===== config.mk =====
export PLATFORM = sky130hd
export DESIGN_NAME = nibble_serial_add_seq
export DESIGN_NICKNAME = d
export VERILOG_FILES = /design/src/rtl/nibble_serial_add_seq.sv
export SDC_FILE = /design/constraint.sdc
export NUM_CORES = 1
export LEC_CHECK = 0
export ABC_AREA = 1
export ABC_CLOCK_PERIOD_IN_PS = 2600
export CORE_UTILIZATION = 51
export CTS_BUF_LIST = sky130_fd_sc_hd__clkbuf_8
export DETAILED_ROUTE_END_ITERATION = 8
export PLACE_DENSITY = 0.84
export SLEW_MARGIN = 25
export SYNTH_ARGS = -nofsm -noshare
export SYNTH_HDL_FRONTEND = slang
export SYNTH_SLANG_ARGS = --single-unit

===== constraint.sdc =====
create_clock -name clk -period 2.6 [get_ports clk]
set_clock_uncertainty 0.05 [all_clocks]
set_input_delay 0.26 -clock clk [delete_from_list [all_inputs] [get_ports clk]]
set_output_delay 0.26 -clock clk [all_outputs]
set_load 0.01 [all_outputs]

===== src/rtl/nibble_serial_add_seq.sv =====
// nibble_serial_add_seq: drives an external 4-bit rca one nibble per clock to add WIDTH-bit operands
module nibble_serial_add_seq #(
    parameter int WIDTH = 16
) (
    input  logic             clk,
    input  logic             reset,
    input  logic             start,
    input  logic [WIDTH-1:0] a,
    input  logic [WIDTH-1:0] b,
    input  logic             cin_in,
    output logic             busy,
    output logic             done,
    output logic [WIDTH-1:0] sum,
    output logic             cout_out,
    output logic [3:0]       add_i0,
    output logic [3:0]       add_i1,
    output logic             add_cin,
    input  logic [3:0]       add_o,
    input  logic             add_cout
);
    localparam int NIB = WIDTH / 4;
    localparam int KW  = NIB > 1 ? $clog2(NIB) : 1;
    typedef enum logic [1:0] {IDLE, RUN, DONE} state_t;
    state_t         state;
    logic [KW-1:0]  k;
    logic [WIDTH-1:0] a_r, b_r;
    logic           c_r;
    logic           last;
    assign last    = k == KW'(NIB - 1);
    assign busy    = state == RUN;
    assign done    = state == DONE;
    assign add_i0  = busy ? a_r[4*k +: 4] : 4'd0;
    assign add_i1  = busy ? b_r[4*k +: 4] : 4'd0;
    assign add_cin = busy ? c_r : 1'b0;
    // capture operands on start, then fold one rca result per cycle into sum
    always_ff @(posedge clk) begin
        if (reset) begin
            state    <= IDLE;
            k        <= '0;
            a_r      <= '0;
            b_r      <= '0;
            c_r      <= 1'b0;
            sum      <= '0;
            cout_out <= 1'b0;
        end else begin
            case (state)
                IDLE: if (start) begin
                    a_r      <= a;
                    b_r      <= b;
                    c_r      <= cin_in;
                    sum      <= '0;
                    cout_out <= 1'b0;
                    k        <= '0;
                    state    <= RUN;
                end
                RUN: begin
                    sum[4*k +: 4] <= add_o;
                    c_r           <= add_cout;
                    if (last) begin
                        cout_out <= add_cout;
                        state    <= DONE;
                    end else begin
                        k <= k + 1'b1;
                    end
                end
                DONE:    state <= IDLE;
                default: state <= IDLE;
            endcase
        end
    end
endmodule


==> impl_metrics.csv <==
group,metric,value,unit
run_status,outcome,"finished, final reports clean",
clocking,htree_num_levels,2,
detailed_routing,drc,0,
die,dieArea,0.00536,mm2
run,cap_violations,0,
layout,fin_area,0.00332,mm2
synth,netlist_instances,363,
clocking,cts_setup_buffers,0,
timing,setup_tns,0,ps
detailed_routing,routed_wl,6150,um
synth,synth_area_leaders,"dfxtp_1 (42%), nor2_1 (17%), o21ai_0 (8.5%)",
clocking,cts_resized,0,
die,die_y,73.2,um
power,p_per_area,542,mW/mm2
setup_path,cp-end-kind,"primary output",
timing,fmax,416,MHz
clocking,cts.clk_slew.worst_paths,90,ps
min_path,hold_path_depth,2,
synth,netlist_area,0.00259,mm2
setup_path,cp_max_fo,12,
setup_path,critPathKind,"reg -> out",
place,dp_hpwl,4310,um
detailed_routing,viasPerCell,5.05,
clocking,hold_buffers,0,
synth,ys_seq_area_frac,0.418,
layout,fillers,433,
setup_path,r2r_slack,540,ps
layout,diodes,0,
min_path,whs_endpoint,"sum[2]$_SDFFE_PP0P_",
synth,syn_nets,410,
synth,synth_seq_cells,54,
min_path,min-delay-start,"sum[2]$_SDFFE_PP0P_",
die,rows,25,
synth,yosysTopAreaCell,"dfxtp_1",
timing,min_period,2410,ps
layout,drive_gt1_frac,0.0736,
setup_path,critPathLaunchType,"flop",
setup_path,r2r_cells,9,
detailed_routing,ant_nets,0,
timing,hold_viol,0,
synth,avgSynthCellArea,7.13,um2
global_route,grt_pass1_vias,2287,
setup_path,crit_arrival,2100,ps
die,start_util,0.537,
detailed_routing,num_vias,2463,
synth,synth.distinct_cells,24,
power,leakage,0.00131,uW
clocking,cts-buffers-inserted,5,
timing,setup_viol,0,
timing,min_period_over_period,0.926,
place,io_buffers,68,
die,core,0.00482,mm2
synth,synth_top_area_share,0.418,
min_path,worst_hold_path_type,"reg -> reg",
place,dpl_cell_area,0.00323,mm2
detailed_routing,initialDrtViolationCount,183,
die,pin_count,69,
clocking,cts_sinks,54,
global_route,grt_max_degree,48,
die,die_width,73.2,um
global_route,grt_overflow,0,
timing,drv_slew,0,
setup_path,r2r_start,"k[0]$_SDFFE_PP0P_",
clocking,clk_latency,300,ps
global_route,antenna_found_initial,0,
detailed_routing,firstDrtPassIters,4,
clocking,cts_tree,"yes",
detailed_routing,wire_per_inst,12.6,um
place,gp_congestion,0.899,
clocking,clk_path_buf_depth,2,
timing,rsz0062_at_grt,"false",
layout,syn2layout_area_growth,28.2,%
timing,tightest_slew,568,ps
timing,relSlewSlack,0.620,
setup_path,r2r-end,"sum[15]$_SDFFE_PP0P_",
layout,num-nets-final,469,
global_route,grt_pass1_wl,10100,um
clocking,root_buffer,"clkbuf_8",
global_route,track_usage,0.243,
setup_path,critical_path_required,2290,ps
synth,ys_warn_count,0,
power,vdd_drop_max,313,uV
==> how the worst max path moves through the flow <==
| stage | from | to | slack (ps) | depth (start not counted) |
|---|---|---|---|---|
| global route | k[1]$_SDFFE_PP0P_ | add_i0[1] | 50 | 5 |
| detailed placement | reset | b_r[11]$_SDFFE_PP0P_ | 540 | 5 |
| global placement | k[0]$_SDFFE_PP0P_ | sum[15]$_SDFFE_PP0P_ | 590 | 9 |
| finish | k[1]$_SDFFE_PP0P_ | add_i1[0] | 190 | 5 |
| CTS | k[1]$_SDFFE_PP0P_ | add_i1[0] | 220 | 5 |
| floorplan | k[0]$_SDFFE_PP0P_ | sum[15]$_SDFFE_PP0P_ | 900 | 8 |
==> metrics by stage <==
stage / hold WS (ps) / instances / worst slack, ps / total power (uW) / utilization
2_1_floorplan: 355 / 363 / 903 / 1220 / -
3_3_place_gp: 408 / 482 / 592 / 1350 / 0.671
3_5_place_dp: 421 / 482 / 542 / 1360 / 0.671
4_1_cts: 441 / 488 / 218 / 1810 / 0.689
5_1_grt: 456 / 488 / 50.0 / 1900 / 0.689
6_report: 435 / 488 / 194 / 1800 / 0.689
==> layer usage <==
metal	global-route usage	part of all wire
met1	0.321	0.46
met2	0.395	0.47
met3	0.0649	0.064
met4	0.0588	0.0078
met5	0	0
==> flip-flops by register name (all words and copies together), names as in the netlist <==
name      cells
k             2
cout_out      1
sum          16
c_r           1
a_r          16
b_r          16
state         2
==> area by class of cell <==
type | instances | area, um2 | area share
multi-input combinational | 273 | 1270 | 0.384
sequential | 54 | 1080 | 0.326
timing repair buffer | 73 | 731 | 0.220
tap | 67 | 83.8 | 0.0253
clock buffer | 6 | 82.6 | 0.0249
inverter | 15 | 63.8 | 0.0192
==> placed cells by master (no fill, tap or decap), drive strengths merged, types with 3 or more instances in the layout <==
| cell | n |
|---|---|
| clkbuf | 6 |
| o21ai | 49 |
| nand2 | 35 |
| dfxtp | 54 |
| buf | 5 |
| nor2 | 132 |
| clkdlybuf4s50 | 68 |
| a21oi | 20 |
| nand3 | 25 |
| ha | 6 |
| inv | 15 |
| nor3 | 3 |
==> critical path: stages (launching register included) <==
cell and delay, ps:
dfxtp_1 630, inv_2 230, nor2_1 150, o21ai_0 110
a21oi_1 140, clkdlybuf4s50_1 550
==> cells in the mapped netlist (all sizes together) <==
cell,count
a21oi,20
a31oi,1
buf,13
clkbuf,8
dfxtp,54
ha,6
inv,15
nand2,35
nand3,25
nand3b,1
nand4,1
nor2,132
nor3,3
o21ai,49
==> cell families after synthesis <==
family / Yosys count / synth area share
simple gates: 197 / 0.328
compound gates: 70 / 0.136
flops: 54 / 0.418
buf+inv: 36 / 0.0895
fa+ha+maj: 6 / 0.0290
==> report_power, final <==
group	switching (uW)	leakage (uW)	internal, uW
combinational	233	0.000823	186
sequential	43.7	0.000444	883
clock	246	0.0000431	206
total	523	0.00131	1280
Power figures use the tool's default switching activity.
==> variant 1, RTL diff (same flow settings) <==
Encoding of `state_t`: now one-hot (3 bits for 3 states).
--- a/src/rtl/nibble_serial_add_seq.sv
+++ b/src/rtl/nibble_serial_add_seq.sv
@@ -21,5 +21,5 @@
     localparam int NIB = WIDTH / 4;
     localparam int KW  = NIB > 1 ? $clog2(NIB) : 1;
-    typedef enum logic [1:0] {IDLE, RUN, DONE} state_t;
+    typedef enum logic [2:0] {IDLE = 3'b001, RUN = 3'b010, DONE = 3'b100} state_t;
     state_t         state;
     logic [KW-1:0]  k;
Check against the original RTL: same outputs for any inputs over 10 cycles, from zero or initial values and one cycle with reset high; not proved beyond that.
==> variant 1 against the original RTL <==
Sequential cell count increased by 1; wire length decreased by 2.8%; count of clock-buffer cells in the layout increased by 1; non-clock buffer count unchanged; worst setup slack got worse by 0.0048 ns; area after synthesis decreased by 0.82%; design area increased by 1.8%; total power increased by 2.1%; largest power group unchanged.
==> variant 1: results (changes against the original RTL) <==
* VDD IR max at 0.4244 mV (was 0.3130 mV)
* Fillers at 421 (was 433)
* Largest registers: a_r: 16 flops, b_r: 16 flops, sum: 16 flops (unchanged)
* # setup viols final at 0 (unchanged)
* Top cells by area, synth: dfxtp_1 43%, nor2_1 18%, o21ai_0 9.4% (was dfxtp_1 42%, nor2_1 17%, o21ai_0 8.5%)
* Slew of the pin with the lowest slew margin at 0.5574 ns (was 0.5685 ns)
* Vias at 2529 (was 2463)
* Crit-path slowest cell: clkdlybuf4s50_1 (was dfxtp_1)
* Dpl hpwl at 4.422 mm (was 4.306 mm)
* Post-Route WL at 5.978 mm (was 6.148 mm)
* Port Buf Inserts at 68 (unchanged)
* H-tree lvl count at 2 (unchanged)
* HP Class: flop to flop (unchanged)
* Worst reg-to-reg setup slack at 0.54 ns (about the same)
* Critical path peak fanout at 22 (was 12)
* Worst-Skew Late Latency at 0.31 ns
* P_leak at 0.001373 µW (was 0.001310 µW)
* Num CTS Buffers at 5 (unchanged)
* Crit path DAT at 2.10 ns (about the same)
* Vias in the first global route at 2283 (was 2287)
* Initial antenna violation count at 0 (unchanged)
* Clock Root Buffer: clkbuf_8 (unchanged)
* GP Congestion at 0.8671 (was 0.8985)
* Hold path depth at 2 (unchanged)
* Number of distinct library cells after synthesis at 21 (was 24)
* First-pass GRT wire length at 9.977 mm (was 10.09 mm)
* Async set-reset flop share out of synthesis at 0% (unchanged)
* Starting DRT DRC Count at 168 (was 183)
* Worst-path clk slew at 0.09 ns (about the same)
* Yosys warns at 0 (unchanged)
* Crit path max-delay family: buffers and inverters (unchanged)
* Nets@finish at 483 (was 469)
* First-pass DRT Iterations at 4 (unchanged)
* Commonest cells in the netlist: 124 x nor2_1, 55 x dfxtp_1, 48 x o21ai_0 (was 117 x nor2_1, 54 x dfxtp_1, 44 x o21ai_0)
* Register area share after synthesis at 42.91% (was 41.78%)
* Largest net degree at the start of global routing at 34 (was 48)
* Outcome: completed (unchanged)
* Tot GR Track Use at 24.43% (was 24.33%)
* Largest stage delay, worst path at 0.56 ns (was 0.63 ns)
* Fraction of layout cells with a size suffix above 1 at 6.178% (was 7.363%)
* N_diodes at 0 (unchanged)
* Syn Nets at 422 (was 410)
* R2R cell count at 7 (was 9)
* CTS Buffer Depth at 2 (unchanged)
variant 1: cell count changes in the layout (fill, tap and decap cells not counted), sizes merged, moves of 2 or more:
| cell | before | now |
|---|---|---|
| a21oi | 20 | 22 |
| a22oi | 0 | 2 |
| inv | 15 | 26 |
| nand3 | 25 | 27 |
| nand4 | 1 | 3 |
| nor2 | 132 | 130 |
variant 1: worst paths after layout:
path | to | from
min | a_r[7] | a_r[7]
min reg2reg | a_r[7] | a_r[7]
max reg2reg | sum[2] | k[0]
max | add_i1[0] | k[0]
variant 1: through the flow:
| stage | total power (µW) | hold WS, ns | cell area (µm²) | worst slack, ns | std cells |
|---|---|---|---|---|---|
| final | 1835 | 0.4330 | 3377 | 0.1887 | 504 |
| after floorplan | 1208 | 0.2791 | 2566 | 0.7899 | 375 |
| after detailed placement | 1355 | 0.4184 | 3276 | 0.5040 | 496 |
| after global placement | 1343 | 0.4087 | 3276 | 0.5137 | 496 |
| after CTS | 1848 | 0.4378 | 3376 | 0.1389 | 504 |
| after global routing | 1942 | 0.4598 | 3377 | 0.03289 | 504 |
variant 1: cells by family (layout without fill, tap and decap cells):
family	count (synthesis)	after routing	share of synthesized area, %
AND/OR/NAND/NOR	198	198	32.67
AO/OA/AOI/OAI	72	72	14.24
flip-flops	55	55	42.91
buffers and inverters	44	106	7.265
adder cells (fa/ha/maj)	6	6	2.925
variant 1: worst min-delay path, delay by kind of cell (launching register included):
kind          cells  cell delay, ns
flops             1            0.33
simple gates      2            0.13
variant 1: routing by layer:
metal / vias up / GRT usage, % / part of all wire [%]
met5: - / 0 / 0
met3: 7 / 5.525 / 5.1
met2: 87 / 43.61 / 48
met4: 0 / 6.972 / 1.0
li1: 1323 / - / -
met1: 1112 / 29.30 / 46
variant 1: layout make-up:
cell class | count | area, µm² | share of cell area [%]
well taps | 67 | 83.83 | 2.482
inverters | 25 | 93.84 | 2.779
flip-flops and latches | 55 | 1102 | 32.64
clock buffers | 7 | 96.34 | 2.853
multi-input cells | 276 | 1279 | 37.87
clock inverters | 1 | 3.754 | 0.1112
repair buffers | 73 | 718.2 | 21.27
variant 1: repair_timing:
item / 4_1_cts / 5_1_grt
hold buffers: 0 / 0
endpoints found under the setup margin: 0 / 3
resized for setup: 0 / 1
setup buffers: 0 / 0
variant 1: where the power goes:
| group | switching [µW] | total, µW | internal (µW) |
|---|---|---|---|
| clock network | 259 | 499 | 240 |
| registers | 44.3 | 953 | 909 |
| logic | 212 | 384 | 171 |
| total | 516 | 1840 | 1320 |
==> variant 2, RTL diff (same flow settings) <==
Made on the original files. Set the parameter `WIDTH` to 32 (it was 16).
--- a/src/rtl/nibble_serial_add_seq.sv
+++ b/src/rtl/nibble_serial_add_seq.sv
@@ -1,5 +1,5 @@
 // nibble_serial_add_seq: drives an external 4-bit rca one nibble per clock to add WIDTH-bit operands
 module nibble_serial_add_seq #(
-    parameter int WIDTH = 16
+    parameter int WIDTH = 32
 ) (
     input  logic             clk,
Interface: changed (resized a, b and sum); port bits go from 69 to 117. No check against the original RTL was run, so the function may have changed too.
==> variant 2 against the original RTL <==
Wire length grew 94%; first-iteration DRC count grew 69%; worst setup slack lost 0.074 ns; area after synthesis grew 82%; clock power grew 130%; total power grew 88%; sequential cell count grew 49; design area grew 81%; sequential share of layout area grew 1.7 points; largest cell class unchanged.
==> variant 2: results (changes against the original RTL) <==
* Dpl hpwl at 8.737 mm (was 4.306 mm)
* Post-synth top area share at 43.73% (was 41.78%)
* Initial antenna violation count at 0 (unchanged)
* P_leak at 0.002325 µW (was 0.001310 µW)
* DR vias/cell at 5.318 (was 5.047)
* Final core occ at 68.03% (was 68.86%)
* Synthesized instance count at 662 (was 363)
* DP Area at 0.005799 mm² (was 0.003234 mm²)
* Num CTS Buffers at 9 (was 5)
* Top cells by area, synth: dfxtp_1 44%, nor2_1 16%, o21ai_0 10% (was dfxtp_1 42%, nor2_1 17%, o21ai_0 8.5%)
* Place WS at 0.3652 ns (was 0.5416 ns)
* Register area share after synthesis at 43.73% (was 41.78%)
* H-tree lvl count at 3 (was 2)
* Critical path peak fanout at 18 (was 12)
* Fraction of layout cells with a size suffix above 1 at 6.430% (was 7.363%)
* Fillers at 761 (was 433)
* Nets@finish at 838 (was 469)
* Port Buf Inserts at 116 (was 68)
* Starting DRT DRC Count at 310 (was 183)
* First-pass DRT Iterations at 7 (was 4)
* Largest net degree at the start of global routing at 69 (was 48)
* Syn Nets at 743 (was 410)
* Crit path DAT at 2.17 ns (was 2.10 ns)
* Largest registers: a_r: 32 flops, b_r: 32 flops, sum: 32 flops (was a_r: 16 flops, b_r: 16 flops, sum: 16 flops)
* Worst-Skew Late Latency at 0.36 ns (was 0.30 ns)
* GP Congestion at 0.8847 (was 0.8985)
* Placed cell count at 854 (was 482)
* VDD IR max at 0.3649 mV (was 0.3130 mV)
* Outcome: completed (unchanged)
* First-pass GRT wire length at 19.55 mm (was 10.09 mm)
* Post-Route WL at 11.94 mm (was 6.148 mm)
* Vias in the first global route at 4336 (was 2287)
* Fin cells at 870 (was 488)
## variant 2: kinds of logic (layout without fill, tap and decap cells)
group | count (synthesis) | count (layout) | synth area share [%]
DFF | 103 | 103 | 43.73
and+or+nand+nor | 350 | 350 | 31.02
buffers and inverters | 55 | 155 | 7.483
AOI/OAI and AO/OA | 146 | 146 | 15.65
adders and majority gates | 8 | 8 | 2.123
## variant 2: power breakdown
group / internal (µW) / switching [µW]
Sequential: 1670 / 58.7
Combinational: 267 / 359
Clock: 477 / 553
## variant 2: worst max-delay path: stages, from the launching register on
cell,delay (ns)
dfxtp_2,0.46
inv_2,0.19
nor2_1,0.16
o21ai_0,0.12
nand3_1,0.10
nand2_1,0.05
nor2_1,0.15
clkdlybuf4s50_1,0.57
## variant 2: final timing paths
kind | startpoint | end | slack, ns | cells past startpoint
worst min register to register | sum[22] | sum[22] | 0.43 | 2
worst max-delay path | k[1] | add_i0[1] | 0.12 | 7
worst max register to register | k[1] | sum[29] | 0.51 | 8
worst min-delay path | sum[22] | sum[22] | 0.43 | 2
## variant 2: per-layer routing
metal | GRT usage [%] | share of wire, % | vias to the layer above
met1 | 30.77 | 42 | 2082
met2 | 44.91 | 49 | 182
li1 | - | - | 2342
met5 | 0 | 0 | -
met3 | 3.364 | 6.3 | 21
met4 | 8.266 | 1.9 | 0
## variant 2: final cells by class
| cell class | instances | area share (%) |
|---|---|---|
| clock buffers | 10 | 2.286 |
| flip-flops and latches | 103 | 34.30 |
| inverters | 14 | 0.9977 |
| multi-input cells | 504 | 38.22 |
| repair buffers | 125 | 20.83 |
| clock inverters | 6 | 1.122 |
| well taps | 108 | 2.245 |
## variant 2: timing repair
item,CTS,global route
pin swaps,0,0
gates resized for setup,1,5
endpoints found under the setup margin,2,7
endpoints found under the hold margin,0,0
